`src/rtl/uart_rx_intc.sv`:
```
// uart_rx_intc: 8N1 UART receiver with FIFO, status port and irq handshake.
// Define UART_RX_PARITY_EN for 8E1 framing with even-parity checking.
module uart_rx_intc #(
  parameter int         CLKS_PER_BIT = 434,
  parameter int         FIFO_AW      = 2,
  parameter logic [7:0] RX_PORT_ID   = 8'h00,
  parameter logic [7:0] STAT_PORT_ID = 8'h01
) (
  input  logic       clk,
  input  logic       reset,
  input  logic       rx,
  input  logic [7:0] port_id,
  input  logic       read_strobe,
  output logic [7:0] in_port,
  output logic       interrupt,
  input  logic       interrupt_ack
);

  localparam int DEPTH = 1 << FIFO_AW;
  localparam logic [11:0] HALF_CNT = 12'(CLKS_PER_BIT / 2 - 1);
  localparam logic [11:0] FULL_CNT = 12'(CLKS_PER_BIT - 1);
  localparam logic [FIFO_AW:0] FULL_LVL = (FIFO_AW + 1)'(DEPTH);

  typedef enum logic [2:0] {
    IDLE, START, DATA, PARITY, STOP
  } rx_state_t;

  typedef enum logic [1:0] {
    IRQ_IDLE, IRQ_REQ, IRQ_WAIT
  } irq_state_t;

  rx_state_t  rx_state;
  irq_state_t irq_state;

  logic             rx_s1, rx_s2, rx_prev;
  logic [11:0]      cnt;
  logic [2:0]       idx;
  logic [7:0]       shreg;
  logic [7:0]       mem [DEPTH];
  logic [FIFO_AW-1:0] wr_ptr, rd_ptr;
  logic [FIFO_AW:0] count;
  logic             overrun, framing_err, parity_err;
  logic             empty, full, stop_evt, par_ok;
  logic             push, pop, rd_data, rd_stat;
  logic             ovf_set, ferr_set, perr_set;

`ifdef UART_RX_PARITY_EN
  logic par_bit;
  assign par_ok = ~^{shreg, par_bit};
`else
  assign par_ok = 1'b1;
`endif

  assign empty    = (count == '0);
  assign full     = (count == FULL_LVL);
  assign stop_evt = (rx_state == STOP) && (cnt == '0);
  assign rd_data  = read_strobe && (port_id == RX_PORT_ID);
  assign rd_stat  = read_strobe && (port_id == STAT_PORT_ID);
  assign pop      = rd_data && !empty;

  // a pop on a full FIFO frees the slot for this cycle's push
  assign push     = stop_evt && rx_s2 && par_ok && (!full || pop);
  assign ovf_set  = stop_evt && rx_s2 && par_ok && full && !pop;
  assign ferr_set = stop_evt && !rx_s2;
  assign perr_set = stop_evt && rx_s2 && !par_ok;

  always_ff @(posedge clk or negedge reset) begin
    if (!reset) begin
      rx_s1    <= 1'b1;
      rx_s2    <= 1'b1;
      rx_prev  <= 1'b1;
      rx_state <= IDLE;
      cnt      <= '0;
      idx      <= '0;
      shreg    <= '0;
`ifdef UART_RX_PARITY_EN
      par_bit  <= 1'b0;
`endif
    end else begin
      rx_s1   <= rx;
      rx_s2   <= rx_s1;
      rx_prev <= rx_s2;
      unique case (rx_state)
        IDLE: begin
          if (rx_prev && !rx_s2) begin
            cnt      <= HALF_CNT;
            rx_state <= START;
          end
        end
        START: begin
          if (cnt == '0) begin
            if (!rx_s2) begin
              rx_state <= DATA;
              cnt      <= FULL_CNT;
              idx      <= '0;
            end else begin
              rx_state <= IDLE;
            end
          end else begin
            cnt <= cnt - 12'd1;
          end
        end
        DATA: begin
          if (cnt == '0) begin
            shreg[idx] <= rx_s2;
            cnt        <= FULL_CNT;
            idx        <= idx + 3'd1;
            if (idx == 3'd7) begin
`ifdef UART_RX_PARITY_EN
              rx_state <= PARITY;
`else
              rx_state <= STOP;
`endif
            end
          end else begin
            cnt <= cnt - 12'd1;
          end
        end
        PARITY: begin
`ifdef UART_RX_PARITY_EN
          if (cnt == '0) begin
            par_bit  <= rx_s2;
            cnt      <= FULL_CNT;
            rx_state <= STOP;
          end else begin
            cnt <= cnt - 12'd1;
          end
`else
          rx_state <= IDLE;
`endif
        end
        STOP: begin
          if (cnt == '0) rx_state <= IDLE;
          else           cnt      <= cnt - 12'd1;
        end
        default: rx_state <= IDLE;
      endcase
    end
  end

  always_ff @(posedge clk) begin
    if (push) mem[wr_ptr] <= shreg;
  end

  always_ff @(posedge clk or negedge reset) begin
    if (!reset) begin
      wr_ptr <= '0;
      rd_ptr <= '0;
      count  <= '0;
    end else begin
      if (push) wr_ptr <= wr_ptr + FIFO_AW'(1);
      if (pop)  rd_ptr <= rd_ptr + FIFO_AW'(1);
      unique case ({push, pop})
        2'b10:   count <= count + (FIFO_AW + 1)'(1);
        2'b01:   count <= count - (FIFO_AW + 1)'(1);
        default: count <= count;
      endcase
    end
  end

  always_ff @(posedge clk or negedge reset) begin
    if (!reset) begin
      in_port     <= 8'h00;
      overrun     <= 1'b0;
      framing_err <= 1'b0;
      parity_err  <= 1'b0;
    end else begin
      unique case (1'b1)
        (port_id == RX_PORT_ID):
          in_port <= empty ? 8'h00 : mem[rd_ptr];
        (port_id == STAT_PORT_ID):
          in_port <= {3'b000, parity_err, framing_err,
                      overrun, full, !empty};
        default:
          in_port <= 8'h00;
      endcase
      // a flag raised on the clearing read survives it
      overrun     <= ovf_set  | (overrun     & !rd_stat);
      framing_err <= ferr_set | (framing_err & !rd_stat);
      parity_err  <= perr_set | (parity_err  & !rd_stat);
    end
  end

  always_ff @(posedge clk or negedge reset) begin
    if (!reset) begin
      irq_state <= IRQ_IDLE;
      interrupt <= 1'b0;
    end else begin
      unique case (irq_state)
        IRQ_IDLE: begin
          if (!empty) begin
            irq_state <= IRQ_REQ;
            interrupt <= 1'b1;
          end
        end
        IRQ_REQ: begin
          if (interrupt_ack) begin
            irq_state <= IRQ_WAIT;
            interrupt <= 1'b0;
          end
        end
        IRQ_WAIT: begin
          if (rd_data) irq_state <= IRQ_IDLE;
        end
        default: begin
          irq_state <= IRQ_IDLE;
          interrupt <= 1'b0;
        end
      endcase
    end
  end

endmodule

```
`config.mk`:
```
export PLATFORM = sky130hd
export DESIGN_NAME = uart_rx_intc
export DESIGN_NICKNAME = d
export VERILOG_FILES = /design/src/rtl/uart_rx_intc.sv
export SDC_FILE = /design/constraint.sdc
export NUM_CORES = 1
export LEC_CHECK = 0
export BUFFER_PORTS_ARGS = -buffer_cell sky130_fd_sc_hd__buf_2
export CORE_MARGIN = 8
export CORE_UTILIZATION = 45
export DETAILED_ROUTE_END_ITERATION = 10
export SLEW_MARGIN = 30
export SYNTH_ARGS = -nofsm -noshare
export SYNTH_HDL_FRONTEND = slang
export SYNTH_SLANG_ARGS = --single-unit
```
`constraint.sdc`:
```
create_clock -name clk -period 5.31 [get_ports clk]
set_input_delay 0.7965 -clock clk [delete_from_list [all_inputs] [get_ports clk]]
set_output_delay 0.7965 -clock clk [all_outputs]
set_load 0.02 [all_outputs]
```
==> out/summary.txt, run 1 <==
outcome - finished clean
family of cells with the greatest summed delay on the critical path - simple AND/OR/NAND/NOR gates
# H-tree levels - 3
leakage power - 1.742 nW
CP Buf/Inv Count - 1
gr usage total - 0.1356
relative contribution of the clock network to total power - 0.302
Via-to-Cell Ratio - 5.654
residual overflow from global routing - 0
depth of the worst register-to-register path - 10
final-report hold violation count - 0
unrepaired setup endpoints after global routing - false
die span in x - 107.5 um
number of nets with antenna violations after routing - 0
total number of vias - 2,482
CP cell instances - inv_1 > ha_1 > or4b_1 > or3_1 > nor2_1 > nor3b_1 > fa_1 > nor3_1 > a211oi_1 > a211oi_1
post-cts gate resize count - 0
Max VDD drop - 0.1407 mV
routed wire length on met2 - 3277 um
uppermost routed layer - met4
global-route wire length before repair - 12,290 um
Synth top cells by count - sky130_fd_sc_hd__dfrtp_1, sky130_fd_sc_hd__edfxtp_1, sky130_fd_sc_hd__nor2_1, sky130_fd_sc_hd__a21oi_1, sky130_fd_sc_hd__nand2_1
setup TNS - 0 ns
cell row count - 33
count of TritonRoute iterations in the first routing pass - 4
post-layout worst setup margin - 2.103 ns
areal power density over the cells - 356.0 nW/um2
CTS sink cnt - 82
Netlist Area Pre-Place - 3770 um2
Setup Skew - 0.01457 ns
class of the worst hold path - flop to flop
met3 wire len - 412 um
number of clock buffers inserted by TritonCTS - 9
max-slew violation total from the final report - 0
die extent in y - 107.5 um
startpoint of the worst setup timing path - cnt[0]
share of the synthesized area in the top cell type - 0.3120
starting density of the core - 0.4611
kind of start point of the critical path - flop
later-pin clock latency in the skew report - 0.37 ns
Util after Layout - 0.5115
Max clock buf depth - 2
count of unique library cells instantiated by Yosys - 51
WHS - 0.3605 ns
number of global-route vias before repair - 2,426
count of flip-flops with a built-in enable after synthesis - 32
f_max - 311.8 MHz
final setup fails - 0
Storage cell area - 2216 um2
worst slew margin relative to its limit - 0.5087
Setup crit end kind - flop
post-synth net total - 328
Synth area leader - sky130_fd_sc_hd__dfrtp_1
Period minus WS final - 3.207 ns
startpoint-to-endpoint class of the critical path - flop to flop
hold bufs inserted after CTS - 0
slack of the worst reg-to-reg path - 2.10 ns
number of DRC markers in iteration 0 - 138
reported net switching power - 0.4901 mW
maximum capacitance violations - 0
placeable core area - 8175 um2
largest net degree at the start of global routing - 28
async set-or-reset flop fraction in the synthesized netlist - 0.6098
instance count on the critical path - 10
area enclosed by the die boundary - 11,560 um2
Top cell by count, worst path - sky130_fd_sc_hd__a211oi_1
CTS root buffer - sky130_fd_sc_hd__clkbuf_8
gate count of the mapped netlist - 306
worst-path fanout max - 8
multi-input combinational cell area - 1468 um2
layout net count - 351
data arrival at the endpoint of the critical path - 3.49 ns
slew at the pin closest to its max-slew limit - 0.7354 ns
sequential share of power - 0.516
total wire length after detailed routing - 7272 um
clock-pin slew on the worst setup and hold paths - 0.10 ns
Switching Fraction - 0.3292
clock tree from TritonCTS - built
input/output buffers - 21
average instance area after synthesis - 12.32 um2
Diodes inserted - 0
instance area after placement - 3971 um2
Seq/Total Area, Yosys - 0.5878
Cell Int Power - 0.9985 mW
setup repair bufs after CTS - 0
top-level port count - 22
average wire length per cell after detail routing - 16.56 um
most common flop cell mapped by yosys - sky130_fd_sc_hd__dfrtp_1
Metal-1 WL - 3476 um
biggest area contributors in the synthesized netlist - sky130_fd_sc_hd__dfrtp_1, sky130_fd_sc_hd__edfxtp_1, sky130_fd_sc_hd__mux4_2
number of remaining DRC errors - 0
YS warnings - 0
cell count of the worst hold path - 0
Crit Reg-Reg Endpoint - count[2]
worst-path cell with the longest stage delay - sky130_fd_sc_hd__or3_1
Final HPWL DP - 5126 um
number of flip-flops and latches in the synthesized netlist - 82
share of final-layout standard cells stronger than drive strength 1 - 0.1946
synth-to-layout area growth - 10.92%
most frequent cell after synthesis - sky130_fd_sc_hd__dfrtp_1
Crit path largest cell delay - 0.61 ns
share of the clock period used by the worst path - 0.6039
worst r2r src - cnt[0]
finished layout cell area - 4182 um2
GP Congestion - 0.8330
fill cell instance count of the final layout - 708
worst setup slack before clock tree synthesis - 2.136 ns
part of the power in combinational logic - 0.181
Critical Path Sink - count[2]
initial antenna violation count - 0
Data required, critical path - 5.60 ns
==> layout by cell type, fill, tap and decap left out, types with 9 or more instances in the layout <==
| cell | n |
|---|---|
| sky130_fd_sc_hd__edfxtp_1 | 32 |
| sky130_fd_sc_hd__dfrtp_1 | 47 |
| sky130_fd_sc_hd__buf_2 | 21 |
| sky130_fd_sc_hd__a21oi_1 | 18 |
| sky130_fd_sc_hd__o21ai_0 | 12 |
| sky130_fd_sc_hd__nor2_1 | 20 |
| sky130_fd_sc_hd__clkbuf_8 | 9 |
| sky130_fd_sc_hd__inv_1 | 11 |
| sky130_fd_sc_hd__and2_1 | 9 |
| sky130_fd_sc_hd__nor3_1 | 15 |
| sky130_fd_sc_hd__nand2_1 | 18 |
==> how the worst min path moves through the flow <==
stage | from | to | slack [ns]
after floorplan | rx_s1 | rx_s2 | 0.35
after global placement | rx_s1 | rx_s2 | 0.35
after detailed placement | rx_s1 | rx_s2 | 0.35
after CTS | rx_s1 | rx_s2 | 0.36
after global routing | rx_s1 | rx_s2 | 0.37
final | rx_s1 | rx_s2 | 0.36
==> power by group through the flow <==
stage,Clock [mW],Combinational [mW],Sequential (mW)
2_1_floorplan,0,0.156,0.744
3_3_place_gp,0,0.260,0.777
3_5_place_dp,0,0.267,0.777
4_1_cts,0.464,0.268,0.764
5_1_grt,0.496,0.306,0.779
6_report,0.450,0.270,0.768
==> final cells by class <==
cell class	count	area share
clock buffer	9	0.02962
clock inverter	7	0.01765
inverter	11	0.009874
multi-input combinational	201	0.3510
sequential	82	0.5299
tap	105	0.03142
timing repair buffer	24	0.03052
==> registers in the layout (all words and copies together), names as in the netlist, 2 cells and up <==
| signal | flops |
|---|---|
| rd_ptr | 2 |
| rx_state | 3 |
| mem | 32 |
| shreg | 8 |
| in_port | 8 |
| irq_state | 2 |
| cnt | 12 |
| idx | 3 |
| count | 3 |
| wr_ptr | 2 |
==> kinds of logic (layout without fill, tap and decap cells) <==
family                   Yosys count  count (layout)  share of synthesized area
AO/OA/AOI/OAI                     62              62                     0.1069
XOR/XNOR                           5               5                    0.01162
flip-flops                        82              82                     0.5878
multiplexers                      17              17                    0.07434
buffers and inverters             23              51                    0.02622
adder cells (fa/ha/maj)           10              10                    0.03452
AND/OR/NAND/NOR                  107             107                     0.1586
==> per-layer routing <==
layer,global-route usage,up-vias
met5,0,-
li1,-,1191
met3,0.04251,10
met1,0.1825,1222
met4,0.05451,0
met2,0.1982,59
==> through the flow <==
| stage | total power [mW] | instances |
|---|---|---|
| 6_report | 1.489 | 439 |
| 5_1_grt | 1.580 | 439 |
| 4_1_cts | 1.497 | 439 |
| 3_5_place_dp | 1.045 | 423 |
| 3_3_place_gp | 1.037 | 423 |
| 2_1_floorplan | 0.8996 | 306 |
Note: power is estimated with default switching activity, not from simulation.
==> run 2, diff against run 1 <==
==> constraint.sdc (replaced) <==
create_clock -name clk -period 2.75 [get_ports clk]
set_input_delay 0.4125 -clock clk [delete_from_list [all_inputs] [get_ports clk]]
set_output_delay 0.4125 -clock clk [all_outputs]
set_load 0.02 [all_outputs]
==> run 2 against run 1 <==
  * Worst setup slack worse by 2.0 ns
  * Hold slack worse by 0.21 ns
  * Register-to-register slack worse by 2.0 ns
  * Clock skew is 0.00087 ns higher
  * Largest power group unchanged
  * Highest routed layer unchanged
==> out/summary.txt, run 2 (synthesis results as in run 1) <==
outcome - finished clean
biggest regs - mem: 32 flops, cnt: 12 flops
area enclosed by the die boundary - 11,560 um2
worst-path cell with the longest stage delay - sky130_fd_sc_hd__and2_1
Switching Fraction - 0.3241
family of cells with the greatest summed delay on the critical path - simple AND/OR/NAND/NOR gates
total wire length after detailed routing - 7636 um
leading cell types in the layout, fill and taps excluded - sky130_fd_sc_hd__dfrtp_1, sky130_fd_sc_hd__edfxtp_1, sky130_fd_sc_hd__buf_2, sky130_fd_sc_hd__nor2_1, sky130_fd_sc_hd__buf_4
Crit Reg-Reg Endpoint - mem[3][7]
flip-flop count of the largest register after layout - 32
relative contribution of the clock network to total power - 0.289
largest net degree at the start of global routing - 21
number of nets with antenna violations after routing - 0
Diodes inserted - 0
Setup crit end kind - flop
worst-path fanout max - 8
Period minus WS final - 2.642 ns
data arrival at the endpoint of the critical path - 2.65 ns
Final HPWL DP - 5423 um
Data required, critical path - 2.75 ns
GP Congestion - 0.8704
worst r2r src - cnt[0]
final setup fails - 0
leakage power - 1.818 nW
CP Buf/Inv Count - 1
starting density of the core - 0.4611
class of the worst hold path - input port to flop
Cell Int Power - 1.972 mW
residual overflow from global routing - 0
post-layout instance count excluding filler cells - 456
kind of start point of the critical path - flop
CP cell instances - inv_1 > ha_1 > or4b_1 > or3_4 > nor3_2 > and2_1
cell count after placement - 437
share of final-layout standard cells stronger than drive strength 1 - 0.2365
slack of the worst reg-to-reg path - 0.11 ns
input/output buffers - 21
synth-to-layout area growth - 14.37%
share of the clock period used by the worst path - 0.9606
Via-to-Cell Ratio - 5.572
cell row count - 33
most frequent standard cell in the layout excluding fill and tap cells - sky130_fd_sc_hd__dfrtp_1
average wire length per cell after detail routing - 16.75 um
startpoint-to-endpoint class of the critical path - flop to flop
f_max - 378.6 MHz
end point of the most critical hold path - rx_s1
die span in x - 107.5 um
initial antenna violation count - 0
instance area after placement - 4084 um2
fill cell instance count of the final layout - 732
Storage cell area - 2216 um2
multi-input combinational cell area - 1476 um2
reported net switching power - 0.9457 mW
cell count of the worst hold path - 1
Max clock buf depth - 2
clock-pin slew on the worst setup and hold paths - 0.09 ns
gr usage total - 0.1395
number of remaining DRC errors - 0
areal power density over the cells - 676.7 nW/um2
layout net count - 368
top-level port count - 22
number of global-route vias before repair - 2,533
clock tree from TritonCTS - built
Setup Skew - 0.01544 ns
sequential share of power - 0.504
number of clock buffers inserted by TritonCTS - 9
total number of vias - 2,541
count of TritonRoute iterations in the first routing pass - 4
CTS sink cnt - 82
global-route wire length before repair - 12,580 um
slew at the pin closest to its max-slew limit - 0.7263 ns
number of DRC markers in iteration 0 - 95
Crit path largest cell delay - 0.46 ns
depth of the worst register-to-register path - 6
placeable core area - 8175 um2
finished layout cell area - 4312 um2
Max VDD drop - 0.4266 mV
worst slew margin relative to its limit - 0.5158
CTS root buffer - sky130_fd_sc_hd__clkbuf_8
WHS - 0.1479 ns
final-report hold violation count - 0
maximum capacitance violations - 0
later-pin clock latency in the skew report - 0.36 ns
part of the power in combinational logic - 0.207
die extent in y - 107.5 um
# H-tree levels - 3
Hold Startpoint - rx
Top reg by flops - mem
max-slew violation total from the final report - 0
==> run 2: cell count changes in the layout (fill, tap and decap cells not counted), sizes merged <==
cell	before	now
buf	24	40
clkinv	1	0
clkinvlp	0	1
dlygate4sd3	0	1
==> run 2: layer usage <==
layer  global-route usage  wire, um
met2               0.2250      3608
met5                    0         0
met1               0.1747      3548
met3              0.02934       361
met4              0.06640       117
==> run 2: power groups by stage <==
stage	Combinational [mW]	Sequential (mW)	Clock, mW
after global placement	0.560	1.49	0
after detailed placement	0.574	1.49	0
after CTS	0.577	1.47	0.865
after global routing	0.678	1.49	0.909
final	0.604	1.47	0.842
after floorplan	0.301	1.44	0
==> run 2: what timing repair did <==
item,4_1_cts,5_1_grt
endpoints found under the setup margin,0,25
endpoints found under the hold margin,2,0
resized for setup,0,3
hold buffers,1,0
setup buffers,0,2
==> run 2: worst max path at each step <==
stage	start	slack, ns	to	cells after the start
2_1_floorplan	cnt[0]	0.05	count[2]	12
3_3_place_gp	cnt[0]	0.16	mem[0][5]	6
3_5_place_dp	cnt[0]	0.07	mem[3][6]	6
4_1_cts	cnt[0]	0.05	mem[3][7]	6
5_1_grt	cnt[0]	-0.02	mem[3][7]	6
6_report	cnt[0]	0.11	mem[3][7]	6
==> run 2: area by class of cell <==
cell class,count,share of cell area
sequential,82,0.5139
multi-input combinational,201,0.3424
timing repair buffer,41,0.05978
tap,105,0.03047
clock buffer,9,0.02873
clock inverter,7,0.01509
inverter,11,0.009576
==> run 2: per-stage QoR <==
step | power [mW] | TNS [ns] | util | setup WS [ns]
after floorplan | 1.737 | 0 | - | 0.05382
after global placement | 2.049 | 0 | 0.4995 | 0.1604
after detailed placement | 2.067 | 0 | 0.4995 | 0.06959
after CTS | 2.911 | 0 | 0.5239 | 0.05397
after global routing | 3.075 | -0.1502 | 0.5274 | -0.02144
final | 2.918 | 0 | 0.5274 | 0.1084
==> run 3, diff against run 2 <==
--- a/config.mk
+++ b/config.mk
@@ -6,9 +6,12 @@
 export NUM_CORES = 1
 export LEC_CHECK = 0
 export BUFFER_PORTS_ARGS = -buffer_cell sky130_fd_sc_hd__buf_2
+export CELL_PAD_IN_SITES_DETAIL_PLACEMENT = 1
+export CELL_PAD_IN_SITES_GLOBAL_PLACEMENT = 1
 export CORE_MARGIN = 8
 export CORE_UTILIZATION = 45
 export DETAILED_ROUTE_END_ITERATION = 10
+export PLACE_DENSITY_LB_ADDON = 0.1
 export SLEW_MARGIN = 30
 export SYNTH_ARGS = -nofsm -noshare
 export SYNTH_HDL_FRONTEND = slang
==> run 3 against run 2 <==
  * Non-clock buffer count rose by 1
  * First-iteration DRC count rose by 15%
  * Via count grew 2.6%
  * Critical path depth grew 4
  * Clock power is 2% lower
==> out/summary.txt, run 3 (synthesis results as in run 1) <==
total number of vias - 2,608
Max clock buf depth - 2
startpoint-to-endpoint class of the critical path - flop to flop
worst r2r src - cnt[0]
input/output buffers - 21
# H-tree levels - 3
final-report hold violation count - 0
layout net count - 369
Util after Layout - 0.5346
Data required, critical path - 3.02 ns
number of remaining DRC errors - 0
number of DRC markers in iteration 0 - 109
share of the clock period used by the worst path - 0.9355
CTS sink cnt - 82
CTS root buffer - sky130_fd_sc_hd__clkbuf_8
Period minus WS final - 2.573 ns
initial antenna violation count - 0
Setup Skew - 0.01341 ns
global-route wire length before repair - 14,300 um
f_max - 388.7 MHz
Via-to-Cell Ratio - 5.707
CP cell instances - inv_1 > ha_1 > or4b_4 > or3_4 > nor2_4 > nor3b_1 > fa_2 > nor3_4 > a211oi_1 > a211oi_1
count of TritonRoute iterations in the first routing pass - 4
leading cell types in the layout, fill and taps excluded - sky130_fd_sc_hd__dfrtp_1, sky130_fd_sc_hd__edfxtp_1, sky130_fd_sc_hd__buf_2, sky130_fd_sc_hd__nor2_1
number of global-route vias before repair - 2,739
average wire length per cell after detail routing - 18.91 um
clock-pin slew on the worst setup and hold paths - 0.10 ns
synth-to-layout area growth - 15.93%
Top cell by count, worst path - sky130_fd_sc_hd__a211oi_1
class of the worst hold path - input port to asynchronous set/reset pin
areal power density over the cells - 671.8 nW/um2
Crit path largest cell delay - 0.46 ns
slew at the pin closest to its max-slew limit - 0.7850 ns
GP Congestion - 0.8061
later-pin clock latency in the skew report - 0.36 ns
kind of start point of the critical path - flop
die span in x - 107.5 um
Top reg by flops - mem
max-slew violation total from the final report - 0
number of nets with antenna violations after routing - 0
Max VDD drop - 0.5141 mV
Final HPWL DP - 5963 um
data arrival at the endpoint of the critical path - 2.84 ns
maximum capacitance violations - 0
most frequent standard cell in the layout excluding fill and tap cells - sky130_fd_sc_hd__dfrtp_1
share of final-layout standard cells stronger than drive strength 1 - 0.2472
flip-flop count of the largest register after layout - 32
top-level port count - 22
worst-path cell with the longest stage delay - sky130_fd_sc_hd__or4b_4
cell row count - 33
hold bufs inserted after CTS - 0
final setup fails - 0
Diodes inserted - 0
gr usage total - 0.1584
outcome - finished clean
worst slew margin relative to its limit - 0.4767
area enclosed by the die boundary - 11,560 um2
WHS - 0.003665 ns
die extent in y - 107.5 um
startpoint of the worst setup timing path - cnt[0]
starting density of the core - 0.4611
biggest regs - mem: 32 flops, cnt: 12 flops
number of clock buffers inserted by TritonCTS - 9
clock tree from TritonCTS - built
placeable core area - 8175 um2
worst-path fanout max - 3
leakage power - 1.838 nW
residual overflow from global routing - 0
total wire length after detailed routing - 8640 um
largest net degree at the start of global routing - 33
Setup crit end kind - flop
run 3: worst max-delay path, delay by kind of cell (launching register included):
family / cells / cell delay (ns)
simple gates: 5 / 1.22
fa+ha+maj: 2 / 0.52
flops: 1 / 0.41
compound gates: 2 / 0.23
buf+inv: 1 / 0.10
run 3: area by class of cell:
class | instances | area [um2]
tap | 105 | 131.4
timing repair buffer | 42 | 312.8
inverter | 11 | 41.29
clock inverter | 7 | 58.81
fill | 859 | 3805
sequential | 82 | 2216
clock buffer | 9 | 123.9
multi-input combinational | 201 | 1486
run 3: routing by layer:
layer,vias to the layer above,track usage,share of wire
met5,-,0,0
li1,1228,-,-
met4,0,0.04658,0.013
met1,1313,0.2050,0.46
met2,54,0.2588,0.49
met3,13,0.03593,0.042
run 3: timing repair:
| action | CTS | global route |
|---|---|---|
| endpoints found under the setup margin | 0 | 9 |
| gates resized for setup | 0 | 6 |
| buffers inserted | 0 | 1 |
run 3: through the flow:
stage	worst slack (ns)	area [um2]	cells	power (mW)	TNS, ns
finish	0.1775	4370	457	2.936	0
global route	-0.005240	4370	457	3.105	-0.005240
CTS	0.02790	4339	456	2.940	0
detailed placement	0.05294	4156	440	2.108	0
global placement	0.1252	4156	440	2.083	0
floorplan	0.05382	3777	306	1.737	0
run 3: final timing paths:
| check | endpoint | slack [ns] | depth (start not counted) |
|---|---|---|---|
| max in group asynchronous | cnt[5] | 2.19 | 2 |
| min in group clk | rx_s1 | 0.14 | 1 |
| setup reg to reg | count[2] | 0.18 | 10 |
| hold reg to reg | rx_s2 | 0.36 | 0 |
| hold / removal | in_port[5] | 0.004 | 1 |
| setup / recovery | count[2] | 0.18 | 10 |
run 3: where the power goes:
part	switching (mW)	total (mW)	internal, mW
Clock	0.485	0.828	0.342
Sequential	0.120	1.48	1.36
Combinational	0.357	0.632	0.275
